`src/rtl/spi_ram_arbiter.sv`:
```
// rtl/spi_ram_arbiter.sv - oversampled multi-port SPI slave with round-robin shared serial RAM and mailbox ring
module spi_ram_arbiter #(
    parameter int NUM_MASTERS = 2,
    parameter int BYTE_WIDTH  = 8,
    parameter int SYNC_STAGES = 2
) (
    input  logic                   clk,
    input  logic                   reset,
    input  logic [NUM_MASTERS-1:0] spi_nss,
    input  logic [NUM_MASTERS-1:0] spi_sck,
    input  logic [NUM_MASTERS-1:0] spi_mosi,
    output logic [NUM_MASTERS-1:0] spi_miso,
    output logic                   ram_nss,
    output logic                   ram_sck,
    output logic                   ram_mosi,
    input  logic                   ram_miso,
    output logic [NUM_MASTERS-1:0] owner,
    output logic [NUM_MASTERS-1:0] mbox_irq
);
    localparam int CW = $clog2(BYTE_WIDTH);
    localparam int PW = (NUM_MASTERS > 1) ? $clog2(NUM_MASTERS) : 1;

    typedef enum logic [2:0] {OPCODE, STATUS, WMBOX, RMBOX, PASSTHRU, IGNORE} state_t;

    logic [NUM_MASTERS-1:0] pending, denied;
    logic [NUM_MASTERS-1:0] req_stb, rel_stb, deny_stb, undeny_stb, wr_stb, rd_stb, set_irq;
    logic [NUM_MASTERS-1:0] pt_active, sck_v, mosi_v;
    logic [BYTE_WIDTH-1:0]  mbox_v [NUM_MASTERS];
    logic [PW-1:0]          rr_ptr, grant_idx, cand;
    logic                   grant_valid, grant_ok;
    logic [NUM_MASTERS-1:0] gmask;

    for (genvar i = 0; i < NUM_MASTERS; i++) begin : g_port
        localparam int PREV = (i + NUM_MASTERS - 1) % NUM_MASTERS;

        logic [SYNC_STAGES-1:0] nss_sy, sck_sy, mosi_sy;
        logic                   nss_s, sck_s, mosi_s, sck_d, rise, fall, byte_done, data_seen, miso_q;
        logic [CW-1:0]          cnt;
        logic [BYTE_WIDTH-1:0]  shreg, snap, mbox_q, status_byte;
        logic                   req_l, rel_l, deny_l, undeny_l, wr_l, rd_l;
        state_t                 state, state_nx;

        assign nss_s     = nss_sy[SYNC_STAGES-1];
        assign sck_s     = sck_sy[SYNC_STAGES-1];
        assign mosi_s    = mosi_sy[SYNC_STAGES-1];
        assign rise      = ~nss_s & sck_s & ~sck_d;
        assign fall      = ~nss_s & ~sck_s & sck_d;
        assign byte_done = fall && (cnt == CW'(BYTE_WIDTH - 1));
        assign status_byte = {{(BYTE_WIDTH-4){1'b0}}, mbox_irq[i], denied[i], pending[i], owner[i]};

        always_ff @(posedge clk or posedge reset) begin
            if (reset) state <= OPCODE;
            else       state <= state_nx;
        end

        // Side effects fire on opcode completion or on the first data byte only.
        always_comb begin
            state_nx = state;
            req_l    = 1'b0;
            rel_l    = 1'b0;
            deny_l   = 1'b0;
            undeny_l = 1'b0;
            wr_l     = 1'b0;
            rd_l     = 1'b0;
            if (nss_s) begin
                state_nx = OPCODE;
            end else if (byte_done && state == OPCODE) begin
                case (shreg)
                    BYTE_WIDTH'(1): state_nx = STATUS;
                    BYTE_WIDTH'(2): state_nx = WMBOX;
                    BYTE_WIDTH'(3): state_nx = RMBOX;
                    BYTE_WIDTH'(4): begin state_nx = IGNORE; req_l = ~owner[i]; end
                    BYTE_WIDTH'(5): begin state_nx = IGNORE; rel_l = 1'b1; end
                    BYTE_WIDTH'(6): begin
                        state_nx = owner[i] ? PASSTHRU : IGNORE;
                        deny_l   = ~owner[i];
                    end
                    default: state_nx = IGNORE;
                endcase
            end else if (byte_done && !data_seen) begin
                undeny_l = (state == STATUS);
                wr_l     = (state == WMBOX);
                rd_l     = (state == RMBOX);
            end
        end

        always_ff @(posedge clk or posedge reset) begin
            if (reset) begin
                nss_sy    <= '1;
                sck_sy    <= '0;
                mosi_sy   <= '0;
                sck_d     <= 1'b0;
                cnt       <= '0;
                shreg     <= '0;
                snap      <= '0;
                mbox_q    <= '0;
                data_seen <= 1'b0;
                miso_q    <= 1'b0;
            end else begin
                nss_sy  <= {nss_sy[SYNC_STAGES-2:0], spi_nss[i]};
                sck_sy  <= {sck_sy[SYNC_STAGES-2:0], spi_sck[i]};
                mosi_sy <= {mosi_sy[SYNC_STAGES-2:0], spi_mosi[i]};
                sck_d   <= sck_s;
                if (nss_s) begin
                    cnt       <= '0;
                    data_seen <= 1'b0;
                end else begin
                    if (rise) shreg <= {mosi_s, shreg[BYTE_WIDTH-1:1]};
                    if (fall) cnt <= byte_done ? '0 : cnt + 1'b1;
                    if (byte_done && state != OPCODE) data_seen <= 1'b1;
                end
                if (byte_done && state == OPCODE)
                    snap <= (shreg == BYTE_WIDTH'(1)) ? status_byte : mbox_v[PREV];
                if (wr_l) mbox_q <= shreg;
                miso_q <= (state == STATUS || state == RMBOX) ? snap[cnt] : 1'b0;
            end
        end

        assign pt_active[i]  = (state == PASSTHRU) & ~nss_s;
        assign sck_v[i]      = sck_s;
        assign mosi_v[i]     = mosi_s;
        assign spi_miso[i]   = pt_active[i] ? ram_miso : miso_q;
        assign mbox_v[i]     = mbox_q;
        assign req_stb[i]    = req_l;
        assign rel_stb[i]    = rel_l;
        assign deny_stb[i]   = deny_l;
        assign undeny_stb[i] = undeny_l;
        assign wr_stb[i]     = wr_l;
        assign rd_stb[i]     = rd_l;
        assign set_irq[i]    = wr_stb[PREV];
    end

    assign ram_nss  = ~|pt_active;
    assign ram_sck  = |(pt_active & sck_v);
    assign ram_mosi = |(pt_active & mosi_v);

    // Scan downward so the candidate closest after rr_ptr is the one kept.
    always_comb begin
        grant_valid = 1'b0;
        grant_idx   = '0;
        cand        = '0;
        for (int j = NUM_MASTERS - 1; j >= 0; j--) begin
            cand = PW'((int'(rr_ptr) + j) % NUM_MASTERS);
            if (pending[cand]) begin
                grant_valid = 1'b1;
                grant_idx   = cand;
            end
        end
    end

    assign grant_ok = grant_valid && (owner == '0) && ram_nss;
    assign gmask    = grant_ok ? (NUM_MASTERS'(1) << grant_idx) : '0;

    always_ff @(posedge clk or posedge reset) begin
        if (reset) begin
            owner    <= '0;
            pending  <= '0;
            denied   <= '0;
            mbox_irq <= '0;
            rr_ptr   <= '0;
        end else begin
            owner    <= (|(rel_stb & owner)) ? '0 : (owner | gmask);
            pending  <= (pending | req_stb) & ~(rel_stb & ~owner) & ~gmask;
            denied   <= (denied | deny_stb) & ~undeny_stb;
            mbox_irq <= (mbox_irq & ~rd_stb) | set_irq;
            if (grant_ok)
                rr_ptr <= (int'(grant_idx) == NUM_MASTERS - 1) ? '0 : grant_idx + 1'b1;
        end
    end
endmodule

```
`config.mk`:
```
export PLATFORM = sky130hd
export DESIGN_NAME = spi_ram_arbiter
export DESIGN_NICKNAME = d
export VERILOG_FILES = /design/src/rtl/spi_ram_arbiter.sv
export SDC_FILE = /design/constraint.sdc
export NUM_CORES = 1
export LEC_CHECK = 0
export CAP_MARGIN = 5
export CORE_ASPECT_RATIO = 0.6
export CORE_UTILIZATION = 55
export CTS_BUF_LIST = sky130_fd_sc_hd__clkbuf_4
export CTS_CLUSTER_SIZE = 28
export DETAILED_ROUTE_END_ITERATION = 8
export PLACE_DENSITY = 0.83
export SYNTH_ARGS = -nofsm -noshare
export SYNTH_HDL_FRONTEND = slang
export SYNTH_SLANG_ARGS = --single-unit
```
`constraint.sdc`:
```
create_clock -name clk -period 3.68 [get_ports clk]
set_input_delay 1.104 -clock clk [delete_from_list [all_inputs] [get_ports clk]]
set_output_delay 1.104 -clock clk [all_outputs]
set_load 0.02 [all_outputs]
```
Word level (Yosys, flattened, before mapping)
Cells that the tools add are included.
W data, S select, Z words.
{"block": "word_totals", "wordCells": 200, "input_bits": 9, "out_inout_bits": 9, "register_bits": 87}
{"block": "classes", "add_sub_neg": 4, "order_cmp": 4, "shifts": 1, "bitwise_logic": 35, "n_eq_ne": 22, "n_mux": 75, "reduce_logical": 32}
{"op": "$mux W1", "n": 57}
{"op": "$eq A8 B3 Y1 const B", "n": 6}
{"op": "$eq A8 B2 Y1 const B", "n": 4}
{"op": "$mux W3", "n": 10}
{"op": "$pmux W3 S4", "n": 2}
{"op": "$and A2 B2 Y2", "n": 8}
{"op": "$eq A8 B1 Y1 const B", "n": 2}
{"op": "$mux W8", "n": 2}
{"op": "$eq A3 B2 Y1 const B", "n": 4}
{"op": "$eq A3 B3 Y1 const B", "n": 4}
{"op": "$reduce_bool A2 Y1", "n": 6}
{"op": "$and A1 B1 Y1", "n": 10}
{"op": "$logic_and A1 B1 Y1", "n": 10}
{"op": "$not A2 Y2", "n": 5}
{"op": "$lt A3 B4 Y1 const B", "n": 2}
{"op": "$not A1 Y1", "n": 8}
{"op": "$or A2 B2 Y2", "n": 4}
{"op": "$reduce_or A2 Y1", "n": 4}
{"op": "$add A3 B1 Y3 const B", "n": 2}
{"op": "$bmux W1 S3", "n": 2}
{"op": "$eq A3 B1 Y1 const B", "n": 2}
{"op": "$logic_not A3 Y1", "n": 2}
{"op": "$reduce_bool A3 Y1", "n": 2}
{"op": "$lt A1 B2 Y1 const B", "n": 2}
{"op": "7 further kinds", "n": 13}

Longest topological paths before layout
Gate-level depths: netlist of the first run.
{"block": "depth", "word_depth": 11, "mapped_depth": 6, "depth_no_buf": 6}

Worst setup path after synthesis of the first run
No wires, ideal clock.
{"block": "synth_timing", "kind": "register to output", "start": "register g_port[0].state[0]", "end": "output port spi_miso[0]", "path_stages_with_launch": 4, "n_path_buf": 1, "slack_ns": 0.991, "arrival_time_ns": 1.585, "required_ns": 2.576, "path_cell_list": "dfrtp_1 > clkbuf_1 > nor4b_1 > mux2_2"}
{"block": "synth_via", "elab_chain_len": 3}
{"element": "from (decl)", "line": "41", "source": "state_t state, state_nx;"}
{"element": "from (signal assigned)", "line": "53", "source": "else state <= state_nx;"}
{"element": "$eq A3 B3 Y1", "line": "119", "source": "assign pt_active[i] = (state == PASSTHRU) & ~nss_s;"}
{"element": "$and A1 B1 Y1", "line": "119"}
{"element": "$mux W1", "line": "122", "source": "assign spi_miso[i] = pt_active[i] ? ram_miso : miso_q;"}
{"element": "to (decl)", "line": "12", "source": "output logic [NUM_MASTERS-1:0] spi_miso,"}
No other way between the ends.

Final worst setup path of the first run
Same ends and word-level chain as after synthesis.

==> results of run 1 <==
==> cells in the final DEF (no fill, tap or decap), types with 6 or more instances in the layout <==
cell type,instances
nor2b_1,6
clkbuf_4,11
dfrtp_1,83
inv_1,6
mux2i_1,10
nand2b_1,6
nor4b_1,6
nand2_1,24
clkdlybuf4s50_1,17
nand3_1,6
nor2_1,17
mux2_2,34
a21oi_1,9
o21ai_0,12
nor3_1,7
a22o_1,7
==> cell families (layout without fill, tap and decap cells) <==
| family | count (synthesis) | in the layout | share of synthesized area (%) |
|---|---|---|---|
| flops | 87 | 87 | 58.5 |
| mux | 48 | 48 | 15.4 |
| fa+ha+maj | 4 | 4 | 1.34 |
| compound gates | 42 | 42 | 7.28 |
| buf+inv | 14 | 43 | 1.64 |
| simple gates | 100 | 100 | 15.8 |
==> metrics by stage <==
step	setup WS, ns	instances	area (um^2)
final	0.160	408	4140
after global routing	0.0561	408	4140
after CTS	0.135	408	4140
after detailed placement	0.196	392	4010
after global placement	0.196	392	4010
after floorplan	0.332	295	3730
==> worst reg2reg max path: cells and delay by family, from the launching register on <==
| family | cells | cell delay (ns) |
|---|---|---|
| simple gates | 3 | 1.18 |
| fa+ha+maj | 2 | 0.43 |
| flops | 1 | 0.53 |
| mux | 1 | 0.42 |
==> state kept, by name (all words and copies together), names as in the netlist, 4 cells and up <==
| register | flops |
|---|---|
| g_port.mbox_q | 16 |
| g_port.shreg | 16 |
| g_port.snap | 16 |
| g_port.cnt | 6 |
| g_port.state | 6 |
| g_port.mosi_sy | 4 |
| g_port.nss_sy | 4 |
| g_port.sck_sy | 4 |
==> power groups by stage <==
stage / sequential [mW] / combinational [mW] / clock (mW)
CTS: 1.16 / 0.178 / 0.536
detailed placement: 1.18 / 0.178 / 0
global placement: 1.17 / 0.170 / 0
global route: 1.18 / 0.197 / 0.576
finish: 1.16 / 0.175 / 0.520
floorplan: 1.13 / 0.148 / 0
==> how the worst max path moves through the flow <==
stage | start | end | cells after the start | slack [ns]
floorplan | reset | denied[0] | 1 | 0.33
global placement | ram_miso | spi_miso[0] | 3 | 0.20
detailed placement | ram_miso | spi_miso[0] | 3 | 0.20
CTS | g_port[0].state[0] | spi_miso[0] | 4 | 0.13
global route | g_port[0].state[0] | spi_miso[0] | 4 | 0.06
finish | g_port[0].state[0] | spi_miso[0] | 4 | 0.16
==> cell type report <==
| class | count | share of cell area, % |
|---|---|---|
| inverters | 7 | 0.665 |
| well taps | 84 | 2.54 |
| clock buffers | 11 | 2.00 |
| repair buffers | 20 | 4.96 |
| flip-flops and latches | 87 | 52.7 |
| clock inverters | 5 | 1.21 |
| multi-input cells | 194 | 35.9 |
==> per-layer routing <==
layer  global-route usage [%]  share of wire, %  up-vias
met5                        0                 0        -
met4                     7.43              0.62        0
met3                     7.59               7.4        6
met2                     31.1                41       66
met1                     37.2                51     1194
li1                         -                 -     1137
==> impl_results.md, run 1 <==
- Required time of the critical path: between 2 and 3 ns
- Synth Cell Area: around 3700 um^2
- Clock sink total: 87
- Cell family with the largest share of critical-path delay: buffers and inverters
- Clock Latency Late Sink: 0.44 ns
- Layout Utilization: about two thirds
- Layout area overhead: 11.0%
- Worst setup EP type: output port
- Max Fclk: approximately 280 MHz
- Yosys cell types: 45
- Vias per std cell: roughly 5.9
- NetSw: 497 uW
- Site Rows: 22
- TritonRoute pass-1 iters: 4
- CP max-delay cell: clkdlybuf4s50_1
- Vias in the first global route: approximately 2300
- Clk pwr share: approximately 28%
- Power share of the combinational group: 9.4%
- Cts hold-fix bufs: 0
- Grt ovf: 0
- CTS resizes: 0
- Io pins: 18
- Clock period minus final worst setup slack: between 3 and 4 ns
- Avg Synthesized Cell Area: 12.6 um^2
- Slew Viols, Final: 0
- Wire length per cell: 17.5 um
- Final setup vio count: 0
- WP buf/inv: 2
- Crit Path Class: register to output port
- Hold depth: 0
- Post-synth EDFFs: 0
- Chip Width: about 110 um
- Overall Power: ~1.9 mW
- Starting Density: between 50 and 60%
- Status: finished clean
- Initial drt markers: around 140
- Initial antenna violation count: 0
- Worst R2R Start: g_port[1].cnt[0]
- Max Cap Violations: 0
- Async set-reset flop share out of synthesis: 100%
- Area taken by multi-input logic gates: between 1000 and 1500 um^2
- CTS tree: built
- Core outline area: 6330 um^2
- Die Y: between 60 and 70 um
- Detail Route Antenna Nets: 0
- Routed vias: between 2000 and 2500
- Drt total wl: around 7100 um
- Hold slack: ~0.36 ns
- Fraction of layout cells with a size suffix above 1: a little over a fifth
- GRT Overall Usage: 23.8%
- Data arrival, critical path: 2.42 ns
- HP Start: g_port[0].mosi_sy[0]
- Primary FF master, synth: dfrtp_1
- Slew @ Worst Pin: about 0.75 ns
- Total of fill cells in the finished design: roughly 500
- Slowest cell delay on critical path: 0.54 ns
- Synth top area share: 55.7%
- Max Clock Skew: 0.0187 ns
- Design internal power: 1.36 mW
- DR DRC count: 0
- Reg power frac: 62.5%
- Leakage: 1.87 nW
- Largest net degree at the start of global routing: 88
- Yosys reg bits: 87
- Synthesized Nets: 308
- Largest area contributor in the netlist: dfrtp_1
- Synth area leaders: dfrtp_1, mux2_2, dfstp_2
- Syn Inst Count: about 300
- Clk root buf: clkbuf_4
- Final Hold Viols: 0
- Sequential fraction of the synthesis area: about three fifths
- H-tree Lvls: 3
- Warnings, synthesis: 0
- Final TNS setup: 0 ns
- R2R cell count: 6
- CP Launch Type: register
- Die area: between 7000 and 8000 um^2
- Critical R2R Capture: g_port[1].mbox_q[4]
- Total CTS buffers: 9
- Max Root-Sink Buffers: 2
- Port buffer count: 17
- Crit-path cells: nor4b_1, buf_4, mux2_2, clkdlybuf4s50_1
- RSZ-0062 raised after global routing: no
- FF/Latch Area: between 2000 and 2500 um^2
- Worst min path class: register to register
- Most common cell in the netlist: dfrtp_1
- Max-Slew Margin vs Limit: between 40% and 50%
- Final period utilization: 95.7%
- Reg clk slew, reported paths: between 0.1 and 0.15 ns
- Post-CTS setup buffers: 0
- Inserted Diodes: 0
- First-pass GRT wire length: ~12000 um
- Nets@finish: between 300 and 400
- PD cells: roughly 450 nW/um^2
- GPL Wtd Cong: 0.815
- Post-DP HPWL: just under 5000 um
- Hold EP: g_port[0].mosi_sy[1]
- Crit Path Max Fanout: 7
- R2R setup slack: slightly above 1 ns
- Post-synth top cells: dfrtp_1, mux2_2, nand2_1
- Maximum VDD drop: 0.000393 V
- Sw Ratio: between 20% and 30%
(Power assumes the default switching activity.)
==> inputs of run 2 (changes only) <==
- GPL_TIMING_DRIVEN: not set -> 0
==> run 2 against run 1 <==
Net effect: clock power decreased by 2%; worst setup slack improved by 0.037 ns; largest cell class unchanged; largest power group unchanged; maximum frequency increased by 1.1%; combinational power increased by 5%; clock skew decreased by 0.0041 ns; register-to-register slack improved by 0.04 ns.
==> impl_results.md, run 2 (same netlist as run 1, synthesis figures left out) <==
- Status: finished clean
- Final period utilization: 94.6% (-1.0 points)
- Port buffer count: 17 (unchanged)
- Post-DP HPWL: 5200 um (+4.7%)
- Overall Power: 1.85 mW (-0.12%)
- Vias per std cell: 6.01 (+2.1%)
- Detail Route Antenna Nets: 0 (unchanged)
- Post-CTS setup buffers: 0 (unchanged)
- Initial drt markers: 142 (+3.6%)
- Chip Width: 108 um (unchanged)
- Hold depth: 0 (unchanged)
- Wire length per cell: 17.9 um (+2.4%)
- Total CTS buffers: 9 (unchanged)
- Crit-path cells: clkbuf_1, nor4b_4, a22o_1, clkdlybuf4s50_1
- Largest registers: g_port.mbox_q: 16 flops, g_port.shreg: 16 flops, g_port.snap: 16 flops
- Data arrival, critical path: 2.38 ns (-0.04 ns)
- Worst R2R Start: g_port[1].cnt[0]
- Drt total wl: 7390 um (+3.4%)
- Required time of the critical path: 2.58 ns (about the same)
- Starting Density: 58.9% (unchanged)
- Slew @ Worst Pin: 0.735 ns (-0.0145 ns)
- Commonest non-fill, non-tap cell in the layout: dfrtp_1
- RSZ-0062 raised after global routing: no
- Final Hold Viols: 0 (unchanged)
- Worst min path class: register to register
- Clock sink total: 87 (unchanged)
- HP Start: g_port[0].sck_sy[0]
- Max Cap Violations: 0 (unchanged)
- Fraction of layout cells with a size suffix above 1: 21.3% (+0.045 points)
- Die area: 7120 um^2 (unchanged)
- Vias in the first global route: 2378 (+1.6%)
- Critical path launch point: g_port[0].state[0]
- TritonRoute pass-1 iters: 4 (unchanged)
- CP Launch Type: register
- CP max-delay cell: clkdlybuf4s50_1
- Inserted Diodes: 0 (unchanged)
- CTS tree: built
- Total of fill cells in the finished design: 465 (-6.1%)
- Area taken by multi-input logic gates: 1520 um^2 (+2.0%)
- Final TNS setup: 0 ns (unchanged)
- Clock period minus final worst setup slack: 3.48 ns (-0.0373 ns)
- Layout area overhead: 12.3%
- FF/Latch Area: 2180 um^2 (unchanged)
- Max-Slew Margin vs Limit: 50.3% (+0.98 points)
- Max Root-Sink Buffers: 2 (unchanged)
- PD cells: 442 nW/um^2 (-1.3%)
- Slew Viols, Final: 0 (unchanged)
- R2R cell count: 6 (unchanged)
- Clk root buf: clkbuf_4
- Die Y: 65.8 um (unchanged)
- Slowest cell delay on critical path: 0.60 ns (+0.06 ns)
- Grt ovf: 0 (unchanged)
- Crit Path Class: register to output port
- Max Fclk: 287 MHz (+1.1%)
- Worst setup EP type: output port
- Final setup vio count: 0 (unchanged)
- Largest net degree at the start of global routing: 64 (-27%)
- Reg clk slew, reported paths: 0.12 ns (about the same)
- Clock Latency Late Sink: 0.46 ns (+0.02 ns)
- Max Clock Skew: 0.0146 ns (-0.00410 ns)
- Maximum VDD drop: 0.000384 V (-2.2%)
- Routed vias: 2477 (+3.1%)
- Io pins: 18 (unchanged)
- H-tree Lvls: 3 (unchanged)
- Leakage: 1.90 nW (+1.6%)
- GRT Overall Usage: 24.1% (+0.31 points)
- Most frequent cells in the layout: dfrtp_1, mux2_2, nand2_1, nor2_1, clkdlybuf4s50_1
- GPL Wtd Cong: 0.851 (+4.4%)
- Initial antenna violation count: 0 (unchanged)
- Crit Path Max Fanout: 7 (unchanged)
- First-pass GRT wire length: 12300 um (+0.85%)
- Core outline area: 6330 um^2 (unchanged)
- DR DRC count: 0 (unchanged)
- Nets@finish: 336 (+1.2%)
- Site Rows: 22 (unchanged)
## run 2: changes by cell type in the layout (fill, tap and decap cells not counted), moves of 2 or more
cell and delta:
nor4b_4 +2, buf_4 -2, clkbuf_1 +4, nor4b_1 -2
## run 2: routing by layer
layer	wire (um)	vias to the layer above	track usage (%)
li1	-	1147	-
met2	3060	83	32.3
met1	3610	1242	36.9
met4	55	0	5.07
met5	0	-	0
met3	661	5	9.16
## run 2: layout make-up
cell class / count / share of cell area [%]
flip-flops and latches: 87 / 52.1
multi-input cells: 194 / 36.2
repair buffers: 18 / 4.78
well taps: 84 / 2.51
clock buffers: 10 / 1.79
clock inverters: 6 / 1.22
plain buffers: 6 / 0.747
inverters: 7 / 0.687
## run 2: worst max-delay path: cells and delay by family, from the launching register on
family / cells / cell delay [ns]
simple gates: 1 / 0.52
compound gates: 1 / 0.21
flops: 1 / 0.38
buf+inv: 2 / 0.81
## run 2: worst paths after layout
path,slack (ns),end
worst min register to register,0.36,g_port[0].sck_sy[1]
min in group asynchronous,0.95,g_port[1].cnt[1]
worst max register to register,1.07,g_port[1].mbox_q[5]
max in group asynchronous,2.07,g_port[0].nss_sy[1]
worst max-delay path,0.20,ram_mosi
worst min-delay path,0.36,g_port[0].sck_sy[1]
## run 2: power breakdown
group	total, mW	internal (mW)	switching, mW
Sequential	1.16	1.04	0.121
Clock	0.511	0.206	0.305
Combinational	0.183	0.105	0.0783
Total	1.85	1.35	0.504
## run 2: stage by stage
step,setup WS (ns),area [um^2],utilization [%],hold slack [ns],cells
after floorplan,0.332,3730,-,0.331,295
after global placement,-0.877,4000,63.2,0.333,396
after detailed placement,0.0800,4030,63.7,0.337,397
after CTS,0.0643,4180,66.0,0.363,413
after global routing,0.0710,4190,66.2,0.368,412
final,0.197,4190,66.2,0.362,412
## run 2: repair_timing
action                     4_1_cts  5_1_grt
pin swaps                        0        1
setup endpoints to repair        5        3
hold buffers                     0        0
gates resized for setup          3        2
